===== src/rtl/fetch_sequencer.sv =====
// Fetch/issue sequencer: fetches one instruction, decodes, and holds it for the controller.
// Optional macro FETCH_TIMEOUT_EN adds a fetch timeout that halts with fetch_err.
module fetch_sequencer #(
    parameter int WIDTH   = 32,
    parameter int TIMEOUT = 15
) (
    input  logic             clk,
    input  logic             reset,
    input  logic             start,
    input  logic             stop,
    input  logic [WIDTH-1:0] pc,
    output logic             imem_req,
    output logic [WIDTH-1:0] imem_addr,
    input  logic             imem_ack,
    input  logic [WIDTH-1:0] imem_rdata,
    input  logic             pcEn,
    output logic             go_contr,
    output logic [6:0]       opcode,
    output logic [2:0]       func3,
    output logic [6:0]       func7,
    output logic [WIDTH-1:0] instr,
    output logic             busy,
    output logic             illegal,
    output logic             fetch_err,
    output logic [15:0]      retired_count
);

    typedef enum logic [2:0] {
        S_IDLE,
        S_FETCH,
        S_DECODE,
        S_EXEC,
        S_HALT
    } state_t;

    state_t           r_state;
    logic             r_imem_req;
    logic             r_go_contr;
    logic             r_busy;
    logic             r_illegal;
    logic [WIDTH-1:0] r_instr;
    logic [15:0]      r_retired_count;
    logic             w_legal;

`ifdef FETCH_TIMEOUT_EN
    localparam int TW = (TIMEOUT < 2) ? 1 : $clog2(TIMEOUT);
    localparam logic [TW-1:0] TCNT_LAST = TW'(TIMEOUT - 1);

    logic [TW-1:0] r_tcnt;
    logic          r_fetch_err;
`endif

    always_comb begin
        w_legal = 1'b0;
        case (r_instr[6:0])
            7'b0110011, 7'b0010011, 7'b0000011,
            7'b0100011, 7'b1100011, 7'b1101111,
            7'b1100111, 7'b0110111, 7'b0010111: w_legal = 1'b1;
            default:                            w_legal = 1'b0;
        endcase
    end

    always_ff @(posedge clk or posedge reset) begin
        if (reset) begin
            r_state         <= S_IDLE;
            r_imem_req      <= 1'b0;
            r_go_contr      <= 1'b0;
            r_busy          <= 1'b0;
            r_illegal       <= 1'b0;
            r_instr         <= '0;
            r_retired_count <= '0;
`ifdef FETCH_TIMEOUT_EN
            r_tcnt          <= '0;
            r_fetch_err     <= 1'b0;
`endif
        end else begin
            case (r_state)
                S_IDLE: begin
                    if (start) begin
                        r_state    <= S_FETCH;
                        r_imem_req <= 1'b1;
                        r_busy     <= 1'b1;
`ifdef FETCH_TIMEOUT_EN
                        r_tcnt     <= '0;
`endif
                    end
                end
                S_FETCH: begin
                    // An ack in the expiry cycle still wins over the timeout
                    if (imem_ack) begin
                        r_instr    <= imem_rdata;
                        r_imem_req <= 1'b0;
                        r_state    <= S_DECODE;
                    end
`ifdef FETCH_TIMEOUT_EN
                    else if (r_tcnt == TCNT_LAST) begin
                        r_fetch_err <= 1'b1;
                        r_imem_req  <= 1'b0;
                        r_busy      <= 1'b0;
                        r_state     <= S_HALT;
                    end else begin
                        r_tcnt <= r_tcnt + 1'b1;
                    end
`endif
                end
                S_DECODE: begin
                    if (w_legal) begin
                        r_state    <= S_EXEC;
                        r_go_contr <= 1'b1;
                    end else begin
                        r_illegal <= 1'b1;
                        r_busy    <= 1'b0;
                        r_state   <= S_HALT;
                    end
                end
                S_EXEC: begin
                    if (pcEn) begin
                        r_go_contr      <= 1'b0;
                        r_retired_count <= r_retired_count + 16'd1;
                        if (stop) begin
                            r_state <= S_IDLE;
                            r_busy  <= 1'b0;
                        end else begin
                            r_state    <= S_FETCH;
                            r_imem_req <= 1'b1;
`ifdef FETCH_TIMEOUT_EN
                            r_tcnt     <= '0;
`endif
                        end
                    end
                end
                S_HALT: begin
                    r_state <= S_HALT;
                end
                default: begin
                    r_state    <= S_IDLE;
                    r_imem_req <= 1'b0;
                    r_go_contr <= 1'b0;
                    r_busy     <= 1'b0;
                end
            endcase
        end
    end

    assign imem_req      = r_imem_req;
    assign imem_addr     = pc;
    assign go_contr      = r_go_contr;
    assign instr         = r_instr;
    assign opcode        = r_instr[6:0];
    assign func3         = r_instr[14:12];
    assign func7         = r_instr[31:25];
    assign busy          = r_busy;
    assign illegal       = r_illegal;
    assign retired_count = r_retired_count;

`ifdef FETCH_TIMEOUT_EN
    assign fetch_err = r_fetch_err;
`else
    assign fetch_err = 1'b0;
`endif

endmodule


===== config.mk =====
export PLATFORM = sky130hd
export DESIGN_NAME = fetch_sequencer
export DESIGN_NICKNAME = d
export VERILOG_FILES = /design/src/rtl/fetch_sequencer.sv
export SDC_FILE = /design/constraint.sdc
export NUM_CORES = 1
export LEC_CHECK = 0
export ABC_AREA = 1
export CAP_MARGIN = 5
export CORE_UTILIZATION = 38
export CTS_CLUSTER_SIZE = 40
export DETAILED_ROUTE_END_ITERATION = 8
export PLACE_DENSITY = 0.81
export SYNTH_ARGS = -nofsm -noshare
export SYNTH_HDL_FRONTEND = slang
export SYNTH_SLANG_ARGS = --single-unit

===== constraint.sdc =====
create_clock -name clk -period 2.4 [get_ports clk]
set_clock_uncertainty 0.1 [all_clocks]
set_input_delay 0.6 -clock clk [delete_from_list [all_inputs] [get_ports clk]]
set_output_delay 0.6 -clock clk [all_outputs]
set_load 0.1 [all_outputs]

After elaboration in Yosys (flattened, before gate mapping) --
Index checks and enable logic that the tools add are counted.
Cells by class: $add $sub $neg 1, multiply operators 0, divide/modulo/power cells 0, $lt $le $gt $ge 0, eq/ne operators 20, shifts and indexed selects 0, mux-type cells 19, bitwise gates (word level) 4, reduce and logical (&&, ||, !) cells 12
Operator list (number):
- $eq A7 B6 Y1 const B | 3
- $eq A7 B7 Y1 const B | 3
- $add A16 B1 Y16 const B | 1
- $pmux W3 S5 | 1
- $eq A7 B5 Y1 const B | 2
- $ne A2 B2 Y1 const B | 7
- $mux W3 | 4
- $mux W1 | 11
- $reduce_and A5 Y1 | 2
- $reduce_or A9 Y1 | 1
- $pmux W1 S4 | 2
- $eq A7 B2 Y1 const B | 1
- $eq A3 B2 Y1 const B | 2
- $reduce_and A2 Y1 | 3
- $reduce_and A3 Y1 | 2
- $not A1 Y1 | 4
- $reduce_or A2 Y1 | 2
- $eq A3 B1 Y1 const B | 1
- $eq A3 B3 Y1 const B | 1
- $logic_not A3 Y1 | 1
- $pmux W1 S3 | 1
- $reduce_or A3 Y1 | 1
Storage, ports and cells: bits in registers 55, bits in latches 0, memory bits (writable) 0, ROM bits 0, bits of input ports 70, output and inout port bits 102, word-level logic and storage cells 63, memories 0

Depth between registers and ports, before layout --
Gate-level depths: netlist (run 1).
depth after elaboration 5, mapped depth 9, gate-level depth less buffers 9

Worst setup path after synthesis (run 1) --
No wires, ideal clock.
path kind register to register, start reg r_retired_count[1] (netlist: retired_count[1]), end reg r_retired_count[12] (netlist: retired_count[12]), setup time 0.122 ns, arrival time 1.957 ns, path slack 0.220 ns, stages on the path, launching flop included 9, path buffers 0, period minus slack after synthesis 2.180 ns, path through dfrtp_1 ha_1 nand3_1 nor3_1 nand2_2 nor2_2 nand2_1 nand2_1 nand2_1
On the way: cells in the longest elaborated chain, start to end 1
Ends and longest elaborated chain:
- from (decl) | RTL line 42 | logic [15:0] r_retired_count;
- from (signal assigned) | RTL line 119 | r_retired_count <= r_retired_count + 16'd1;
- $add A16 B1 Y16 | RTL line 119
Every way passes these cells. A chain may end at the register's enable or synchronous reset.

Worst setup path in the final report (run 1) --
start reg r_retired_count[7] (netlist: retired_count[7]), end out retired_count[7]
RTL lines:
- to (decl) | RTL line 25 | output logic [15:0] retired_count
No word-level cell between the ends.

==> impl_results.md, run 1 <==
* Share of layout cells above drive strength 1 at 33.0%
* Buf+Inv Stages, Crit Path at 1
* M1 wire length at 2520 µm
* CP Data Required Time at 1.70 ns
* Cell Chain, Critical Path: buf_4
* Slowest CP cell: dfrtp_1
* Setup violators final at 0
* Critical path fanouts, max at 5
* Initial antenna violation count at 0
* Die Span Y at 90.3 µm
* Diodes inserted at 0
* Routed WL at 5960 µm
* Max-slew violations at 0
* Port Buffer Count at 106
* Post-DRT Antenna Nets at 0
* Worst Hold Class: flop to flop
* # Max-Cap Violations at 0
* GR Util All Layers at 15.3%
* Htree depth at 2
* WS Path Type: flop to output pin
* Post-DR wirelength/cell at 12.9 µm
* Met2 WL at 3080 µm
* CP max stage delay at 0.44 ns
* Synth warn at 0
* CP startpoint kind: flop
* Worst EP arrival at 1.06 ns
* Hold Slack at 0.370 ns
* First-pass GRT wire length at 10100 µm
* Fin area at 3710 µm²
* DR pass1 iterations at 4
* Status: finished, final reports clean
* Die area at 8150 µm²
* Sequential fraction of the synthesis area at 46.5%
* Die width at 90.3 µm
* Final Hold Fails at 0
* Syn Inst Count at 300
* Post-CTS Setup Inserts at 0
* FF+latch count, synth at 55
* DR iter-0 viols at 54
* Largest net degree at the start of global routing at 56
* Root cell of the clock tree: clkbuf_8
* Post-Syn Area at 2960 µm²
* Nets at 434
* Vias at 2083
* # rows at 31
* Num CTS Buffers at 5
* Core box area at 7410 µm²
* CP top delay family: flip-flops
* Clock slew at the register clock pins of the worst setup and hold paths at 0.09 ns
* CP Capture Type: output pin
* Clk Latency, worst-skew pair at 0.30 ns
* Total grt overflow at 0
* Fin crit share at 73.5%
* Synthesized area per cell at 9.87 µm²
* Final TNS setup at 0 ns
* CTS tree: done
* Distinct cells, synth at 27
* Top Ports at 172
* Max frequency at 567 MHz
* Filler instances at 700
* Top layer in use: met4
* Resized cells post-CTS at 0
* Minimum clock period at 1.76 ns
* Vias/cell at 4.50
* # DRC at 0
* DP HPWL at 4570 µm
* RSZ-0062 raised after global routing: false
* Clock buffer depth at 2
* Syn_nets at 371
* Number of global-route vias before repair at 2168
* Initial Utilization at 40.0%
* Layout overhead on the synthesized area at 25.3%
* Placer Congestion at 0.897
* CTS sink count at 55
* Metal3 WL at 295 µm
* Cell Area, Placed at 3610 µm²
* Hold Buf Count CTS at 0
[final timing paths]
| kind | slack (ns) | cells past startpoint | startpoint | endpoint |
|---|---|---|---|---|
| setup reg to reg | 0.81 | 6 | r_state[2] | instr[13] |
| hold / removal | 0.37 | 2 | illegal | illegal |
| min in group asynchronous | 0.56 | 3 | reset | instr[8] |
| setup / recovery | 0.64 | 1 | retired_count[7] | retired_count[7] |
| hold reg to reg | 0.37 | 2 | illegal | illegal |
| max in group asynchronous | 1.38 | 3 | reset | busy |
[area by class of cell]
type,instances,area [µm²],area share [%]
Sequential cell,55,1380,37.1
Multi-Input combinational cell,163,1070,28.7
Timing Repair Buffer,109,936,25.2
Tap cell,99,124,3.34
Inverter,29,109,2.93
Clock buffer,6,82.6,2.23
Clock inverter,2,16.3,0.438
[metal layers]
layer | up-vias | GRT usage [%]
met1 | 988 | 18.7
met5 | - | 0
met4 | 0 | 5.51
met3 | 12 | 3.03
li1 | 1019 | -
met2 | 64 | 26.8
[stage by stage]
stage,setup WS (ns),instances,util [%]
6_report,0.637,463,50.1
4_1_cts,0.611,463,50.1
3_3_place_gp,0.326,455,48.7
5_1_grt,0.452,463,50.1
3_5_place_dp,0.316,455,48.7
2_1_floorplan,0.220,300,-
[state kept, by name, summed over array words and instances, names as in the netlist]
register / cells
retired_count: 16
illegal: 1
instr: 32
r_state: 3
go_contr: 1
imem_req: 1
busy: 1
[cell families (layout without fill, tap and decap cells)]
kind of cell | count (synthesis) | after routing | share of synthesized area [%]
DFF | 55 | 55 | 46.5
AOI/OAI and AO/OA | 11 | 11 | 2.03
adders and majority gates | 1 | 1 | 0.423
and+or+nand+nor | 112 | 112 | 17.2
other | 1 | 1 | 0.127
xor gates and xnor gates | 9 | 9 | 2.66
muxes | 29 | 29 | 13.6
buffers and inverters | 82 | 146 | 17.5
[cell usage in the layout, fill, tap and decap left out, types with 6 or more instances in the layout]
cell             netlist  final
buf_4                 50     70
nand2_1               59     59
dfrtp_1               55     55
clkdlybuf4s50_1        0     37
inv_1                 27     26
nor2_1                21     21
mux2_4                20     20
nand3_1               10     10
xor2_1                 7      7
clkbuf_8               0      6
[synth_stat cells, drive strengths merged]
master	count	area, µm²
conb	1	3.75
a21oi	4	20.0
buf	53	409
nor3	2	10.0
inv	29	109
nand3b	3	22.5
xnor2	2	17.5
nor2	27	131
xor2	7	61.3
o211ai	1	7.51
nand2	64	258
nand4	5	31.3
or2	1	6.26
nand3	10	50.1
ha	1	12.5
o21ai	5	25.0
mux2	29	402
dfrtp	55	1380
o21bai	1	7.51
Power of run 1 is not shown: default switching activity piles up to over one toggle a cycle in this logic, so the estimate is an artifact.
==> run 2: changes to the inputs <==
- CORE_UTILIZATION: 38 -> 35
- PLACE_DENSITY: 0.81 -> 0.78
- clock period: 2.4 -> 1.5 ns (I/O delays scaled with it)
==> run 2 against run 1 <==
Compared with the run above: the flow now finishes with violations (negative setup slack); die area increased by 8.4%; register-to-register slack lost 0.85 ns; sequential share of layout area is 8.6 points lower; critical path depth rose by 1; first-iteration DRC count rose by 31%; critical endpoint is now instr[3]; largest cell class is now non-clock buffers; highest routed layer unchanged.
==> impl_results.md, run 2 (synthesis gave the netlist of run 1 again) <==
* Final Non-Filler Cells at 502 (was 463)
* Status: complete, but fails checks (was finished, final reports clean)
* Critical path fanouts, max at 3 (was 5)
* Port Buffer Count at 106 (unchanged)
* Placed insts at 471 (was 455)
* Clk Latency, worst-skew pair at 0.30 ns (about the same)
* Initial Utilization at 36.0% (was 40.0%)
* # Max-Cap Violations at 0 (unchanged)
* Number of global-route vias before repair at 2236 (was 2168)
* Initial antenna violation count at 0 (unchanged)
* First-pass GRT wire length at 11000 µm (was 10100 µm)
* Hold Buf Count CTS at 0 (unchanged)
* Post-DR wirelength/cell at 14.4 µm (was 12.9 µm)
* Final Hold Fails at 0 (unchanged)
* Total grt overflow at 0 (unchanged)
* Clock buffer depth at 2 (unchanged)
* Root cell of the clock tree: clkbuf_8 (unchanged)
* Pre-CTS setup slack at -0.301 ns (was 0.316 ns)
* CP Capture Type: output pin (unchanged)
* R2R depth at 6 (unchanged)
* Final TNS setup at -0.790 ns (was 0 ns)
* # rows at 33 (was 31)
* Commonest cells after routing, fill and taps aside: buf_12, nand2_1, clkdlybuf4s50_1 (was buf_4, nand2_1, dfrtp_1)
* R2R Path End: instr[27] (was instr[13])
* Top Ports at 172 (unchanged)
* Die width at 94.0 µm (was 90.3 µm)
* Failing checks: negative setup slack
* # DRC at 0 (unchanged)
* Worst EP arrival at 1.10 ns (was 1.06 ns)
* Setup violators final at 29 (was 0)
* DP HPWL at 5410 µm (was 4570 µm)
* Htree depth at 2 (unchanged)
* DR iter-0 viols at 71 (was 54)
* Worst r2r src: r_state[2] (unchanged)
* WS Path Type: flop to output pin (unchanged)
* Num CTS Buffers at 5 (unchanged)
* CTS tree: done (unchanged)
* CTS sink count at 55 (unchanged)
* Commonest non-fill, non-tap cell in the layout: buf_12 (was buf_4)
* CP startpoint kind: flop (unchanged)
* Diodes inserted at 0 (unchanged)
* Max frequency at 634 MHz
* RSZ-0062 raised after global routing: true (was false)
* Die Span Y at 94.0 µm (was 90.3 µm)
* Worst reg-to-reg setup slack at -0.04 ns (was 0.81 ns)
* Post-DRT Antenna Nets at 0 (unchanged)
* Post-layout util at 63.7% (was 50.1%)
* Largest net degree at the start of global routing at 33 (was 56)
* Worst Setup SP: instr[3] (was retired_count[7])
* Layout overhead on the synthesized area at 76.8% (was 25.3%)
* Vias at 2224 (was 2083)
* Fin crit share at 105%
* Routed WL at 7250 µm (was 5960 µm)
* Worst Hold Class: input pin to asynchronous set/reset pin (was flop to flop)
* Core box area at 8220 µm² (was 7410 µm²)
* Nets at 467 (was 434)
* Max-slew violations at 0 (unchanged)
* Post-route setup slack at -0.0762 ns (was 0.637 ns)
* Vias/cell at 4.43 (was 4.50)
* Minimum clock period at 1.58 ns
* DR pass1 iterations at 4 (unchanged)
* Die area at 8830 µm² (was 8150 µm²)
* Clock slew at the register clock pins of the worst setup and hold paths at 0.10 ns (was 0.09 ns)
* Flip-flop count of the largest register after layout at 32 (unchanged)
* CP Data Required Time at 1.02 ns (was 1.70 ns)
* GR Util All Layers at 16.0% (was 15.3%)
* Share of layout cells above drive strength 1 at 54.9% (was 33.0%)
* Placer Congestion at 0.809 (was 0.897)
run 2: worst max path at each step:
stage,cells past startpoint,end
5_1_grt,9,retired_count[12]
2_1_floorplan,8,retired_count[12]
4_1_cts,2,instr[3]
3_5_place_dp,8,busy
6_report,2,instr[3]
3_3_place_gp,8,busy
run 2: worst max-delay path, stage by stage, from the launching register on:
cell and delay (ns):
dfrtp_4 0.50, buf_6 0.14, buf_12 0.16
run 2: cell type report:
type,count,area [µm²]
clock inverters,1,8.76
clock buffers,7,86.3
repair buffers,142,2160
multi-input cells,163,1250
well taps,105,131
flip-flops and latches,55,1490
fillers,601,2980
inverters,29,113
run 2: what timing repair did:
action | in CTS | in global routing
setup buffers | 10 | 12
pin swaps | 3 | 14
endpoints found under the setup margin | 20 | 89
cloned | 1 | 0
gates resized for setup | 6 | 40
endpoints found under the hold margin | 0 | 0
run 2: routing by layer:
layer  part of all wire [%]  vias up  track usage (%)
li1                       -     1081                -
met5                      0        -                0
met4                    1.1        0             3.97
met1                     39     1054             19.2
met2                     55       79             28.5
met3                    5.4       10             3.96
run 2: stage by stage:
| step | instance area (µm²) | hold slack (ns) |
|---|---|---|
| finish | 5230 | 0.356 |
| global route | 5230 | 0.354 |
| CTS | 5010 | 0.359 |
| detailed placement | 4760 | 0.419 |
| global placement | 4760 | 0.416 |
| floorplan | 3130 | 0.349 |
Power of run 2 is left out for the same reason.
==> run 3: changes to the inputs <==
- ABC_AREA: 1 -> unset
- CORE_UTILIZATION: 35 -> 37
- PLACE_DENSITY: 0.78 -> 0.81
- clock period: 1.5 -> 1.49 ns (I/O delays scaled with it)
==> run 3 against run 2 <==
Compared with the run above: critical endpoint is now opcode[2]; the run still ends with negative setup slack left; first-iteration DRC count is 59% lower; cell count is 14% lower; utilization is 11 points higher.
==> impl_results.md, run 3 <==
* Status: complete, but fails checks (unchanged)
* Failing checks: negative setup slack (unchanged)
* Post-DR wirelength/cell at 17.4 µm (was 14.4 µm)
* Worst reg-to-reg setup slack at -0.08 ns (was -0.04 ns)
* Initial Utilization at 39.1% (was 36.0%)
* CP startpoint kind: flop (unchanged)
* Distinct cells, synth at 37 (was 27)
* R2R Path End: instr[14] (was instr[27])
* Share of layout cells above drive strength 1 at 64.9% (was 54.9%)
* Worst Hold Class: input pin to asynchronous set/reset pin (unchanged)
* Fin area at 5200 µm² (was 5230 µm²)
* Post-DRT Antenna Nets at 0 (unchanged)
* Vias at 2065 (was 2224)
* Diodes inserted at 0 (unchanged)
* Count leader, synth: dfrtp_1 (was nand2_1)
* Syn Inst Count at 233 (was 300)
* CP Data Required Time at 1.02 ns (about the same)
* # DRC at 0 (unchanged)
* Compound-Gate Fraction of Synth Area at 4.10% (was 2.03%)
* Multiplexer area fraction after synthesis at 13.7% (was 13.6%)
* CP Capture Type: output pin (unchanged)
* Port Buffer Count at 106 (unchanged)
* CTS tree: done (unchanged)
* Post-Synth XOR/XNOR Area at 4.83% (was 2.66%)
* Worst r2r src: r_state[1] (was r_state[2])
* DP HPWL at 4960 µm (was 5410 µm)
* Max-slew violations at 0 (unchanged)
* Total grt overflow at 0 (unchanged)
* Initial antenna violation count at 0 (unchanged)
* Post-route setup slack at -0.0999 ns (was -0.0762 ns)
* Largest net degree at the start of global routing at 56 (was 33)
* Core box area at 6940 µm² (was 8220 µm²)
* Final Hold Fails at 0 (unchanged)
* Layout overhead on the synthesized area at 91.4% (was 76.8%)
* Clock slew at the register clock pins of the worst setup and hold paths at 0.09 ns (was 0.10 ns)
* CTS sink count at 55 (unchanged)
* Yosys top cell area share at 50.6% (was 46.5%)
* Flip-flop count of the largest register after layout at 32 (unchanged)
* Clock buffer depth at 2 (unchanged)
* Commonest cells after routing, fill and taps aside: buf_12, clkdlybuf4s50_1, mux2_4 (was buf_12, nand2_1, clkdlybuf4s50_1)
* Placer Congestion at 0.787 (was 0.809)
* Vias/cell at 4.78 (was 4.43)
* Synth warn at 0 (unchanged)
* Max frequency at 629 MHz
* Syn_nets at 304 (was 371)
* Top post-synthesis cells by count: dfrtp_1, buf_4, mux2_2 (was nand2_1, dfrtp_1, buf_4)
* WS Path Type: flop to output pin (unchanged)
* # Max-Cap Violations at 0 (unchanged)
* Simple-gate share of the synthesized area at 10.3% (was 17.2%)
* Nets at 406 (was 467)
* Largest family of logic cells by synthesized area: buffers and inverters (unchanged)
* Worst EP arrival at 1.12 ns (was 1.10 ns)
* RSZ-0062 raised after global routing: true (unchanged)
* R2R depth at 5 (was 6)
* Commonest non-fill, non-tap cell in the layout: buf_12 (unchanged)
* FF+latch count, synth at 55 (unchanged)
* # rows at 30 (was 33)
* Post-synth EDFFs at 0 (unchanged)
* Htree depth at 2 (unchanged)
* DR pass1 iterations at 4 (unchanged)
* Synth Area in Adders at 0.460% (was 0.423%)
* Synth area leaders: dfrtp_1, buf_4, mux2_2, xnor2_1, xor2_1 (was dfrtp_1, buf_4, mux2_4, nand2_1, inv_1)
* Top Ports at 172 (unchanged)
* DR iter-0 viols at 29 (was 71)
* Register area at 1500 µm² (was 1490 µm²)
* Top_reg_cell synth: dfrtp_1 (unchanged)
* Root cell of the clock tree: clkbuf_8 (unchanged)
* GR Util All Layers at 19.6% (was 16.0%)
* Hold Buf Count CTS at 0 (unchanged)
* Minimum clock period at 1.59 ns
* Number of global-route vias before repair at 2200 (was 2236)
* Die Span Y at 87.7 µm (was 94.0 µm)
* Critical path fanouts, max at 4 (was 3)
* Synthesized area per cell at 11.7 µm² (was 9.87 µm²)
* Setup violators final at 46 (was 29)
* Filler instances at 447 (was 601)
* Die width at 87.7 µm (was 94.0 µm)
* Sequential fraction of the synthesis area at 50.6% (was 46.5%)
* Dominant cell type by area after synthesis: dfrtp_1 (unchanged)
* First-pass GRT wire length at 11300 µm (was 11000 µm)
* Cell Area, Placed at 4600 µm² (was 4760 µm²)
* Ys async rst share at 100% (unchanged)
* Multi-input gate area at 1260 µm² (was 1250 µm²)
* Num CTS Buffers at 5 (unchanged)
* Clk Latency, worst-skew pair at 0.30 ns (about the same)
* Fin crit share at 107%
* Post-Syn Area at 2720 µm² (was 2960 µm²)
* Die area at 7690 µm² (was 8830 µm²)
* Routed WL at 7500 µm (was 7250 µm)
[run 3: cell count changes after synthesis, sizes merged, moves of 4 or more]
cell / before / now
inv: 29 / 5
mux2: 29 / 33
nand2: 64 / 12
nor2: 27 / 6
nor2b: 0 / 4
xnor2: 2 / 9
[run 3: cell type report]
type	instances	area share [%]
sequential	55	28.7
tap	96	2.31
timing repair buffer	152	42.7
clock buffer	8	1.54
multi-input combinational	116	24.3
inverter	5	0.433
[run 3: what timing repair did]
item | in CTS | in global routing
setup buffers | 21 | 4
cloned | 2 | 1
pin swaps | 16 | 11
setup endpoints to repair | 76 | 98
resized for setup | 38 | 31
endpoints found under the hold margin | 0 | 0
[run 3: per-stage QoR]
step | setup TNS (ns) | setup WS [ns] | hold WS [ns] | std cells | utilization (%)
6_report | -2.51 | -0.0999 | 0.391 | 432 | 74.9
5_1_grt | -5.30 | -0.131 | 0.420 | 432 | 74.9
4_1_cts | -3.15 | -0.108 | 0.407 | 429 | 72.8
3_5_place_dp | -21.27 | -0.498 | 0.441 | 398 | 66.3
3_3_place_gp | -19.82 | -0.471 | 0.402 | 398 | 66.3
2_1_floorplan | -3.08 | -0.249 | 0.347 | 233 | -
[run 3: cells by family after synthesis]
kind of cell    after synthesis
compound gates               17
mux                          33
simple gates                 49
fa+ha+maj                     1
xor+xnor                     15
flops                        55
other cells                   1
buf+inv                      62
[run 3: worst max path at each step]
stage	startpoint	end	slack, ns	cells past startpoint
6_report	instr[2]	opcode[2]	-0.1	2
5_1_grt	instr[2]	opcode[2]	-0.13	2
4_1_cts	instr[2]	opcode[2]	-0.11	2
3_5_place_dp	pcEn	retired_count[7]	-0.50	5
3_3_place_gp	pcEn	retired_count[7]	-0.47	5
2_1_floorplan	r_state[2]	retired_count[7]	-0.25	5
[run 3: worst max-delay path, stage by stage, from the launching register on]
cell and delay (ns):
dfrtp_4 0.53, buf_6 0.14, buf_12 0.15
[run 3: routing by layer]
layer / global-route usage (%) / part of all wire [%] / vias to the layer above
li1: - / - / 932
met1: 21.5 / 36 / 1032
met2: 37.7 / 57 / 91
met3: 4.24 / 5.8 / 10
met4: 5.37 / 0.93 / 0
met5: 0 / 0 / -
Power of run 3 is left out for the same reason.
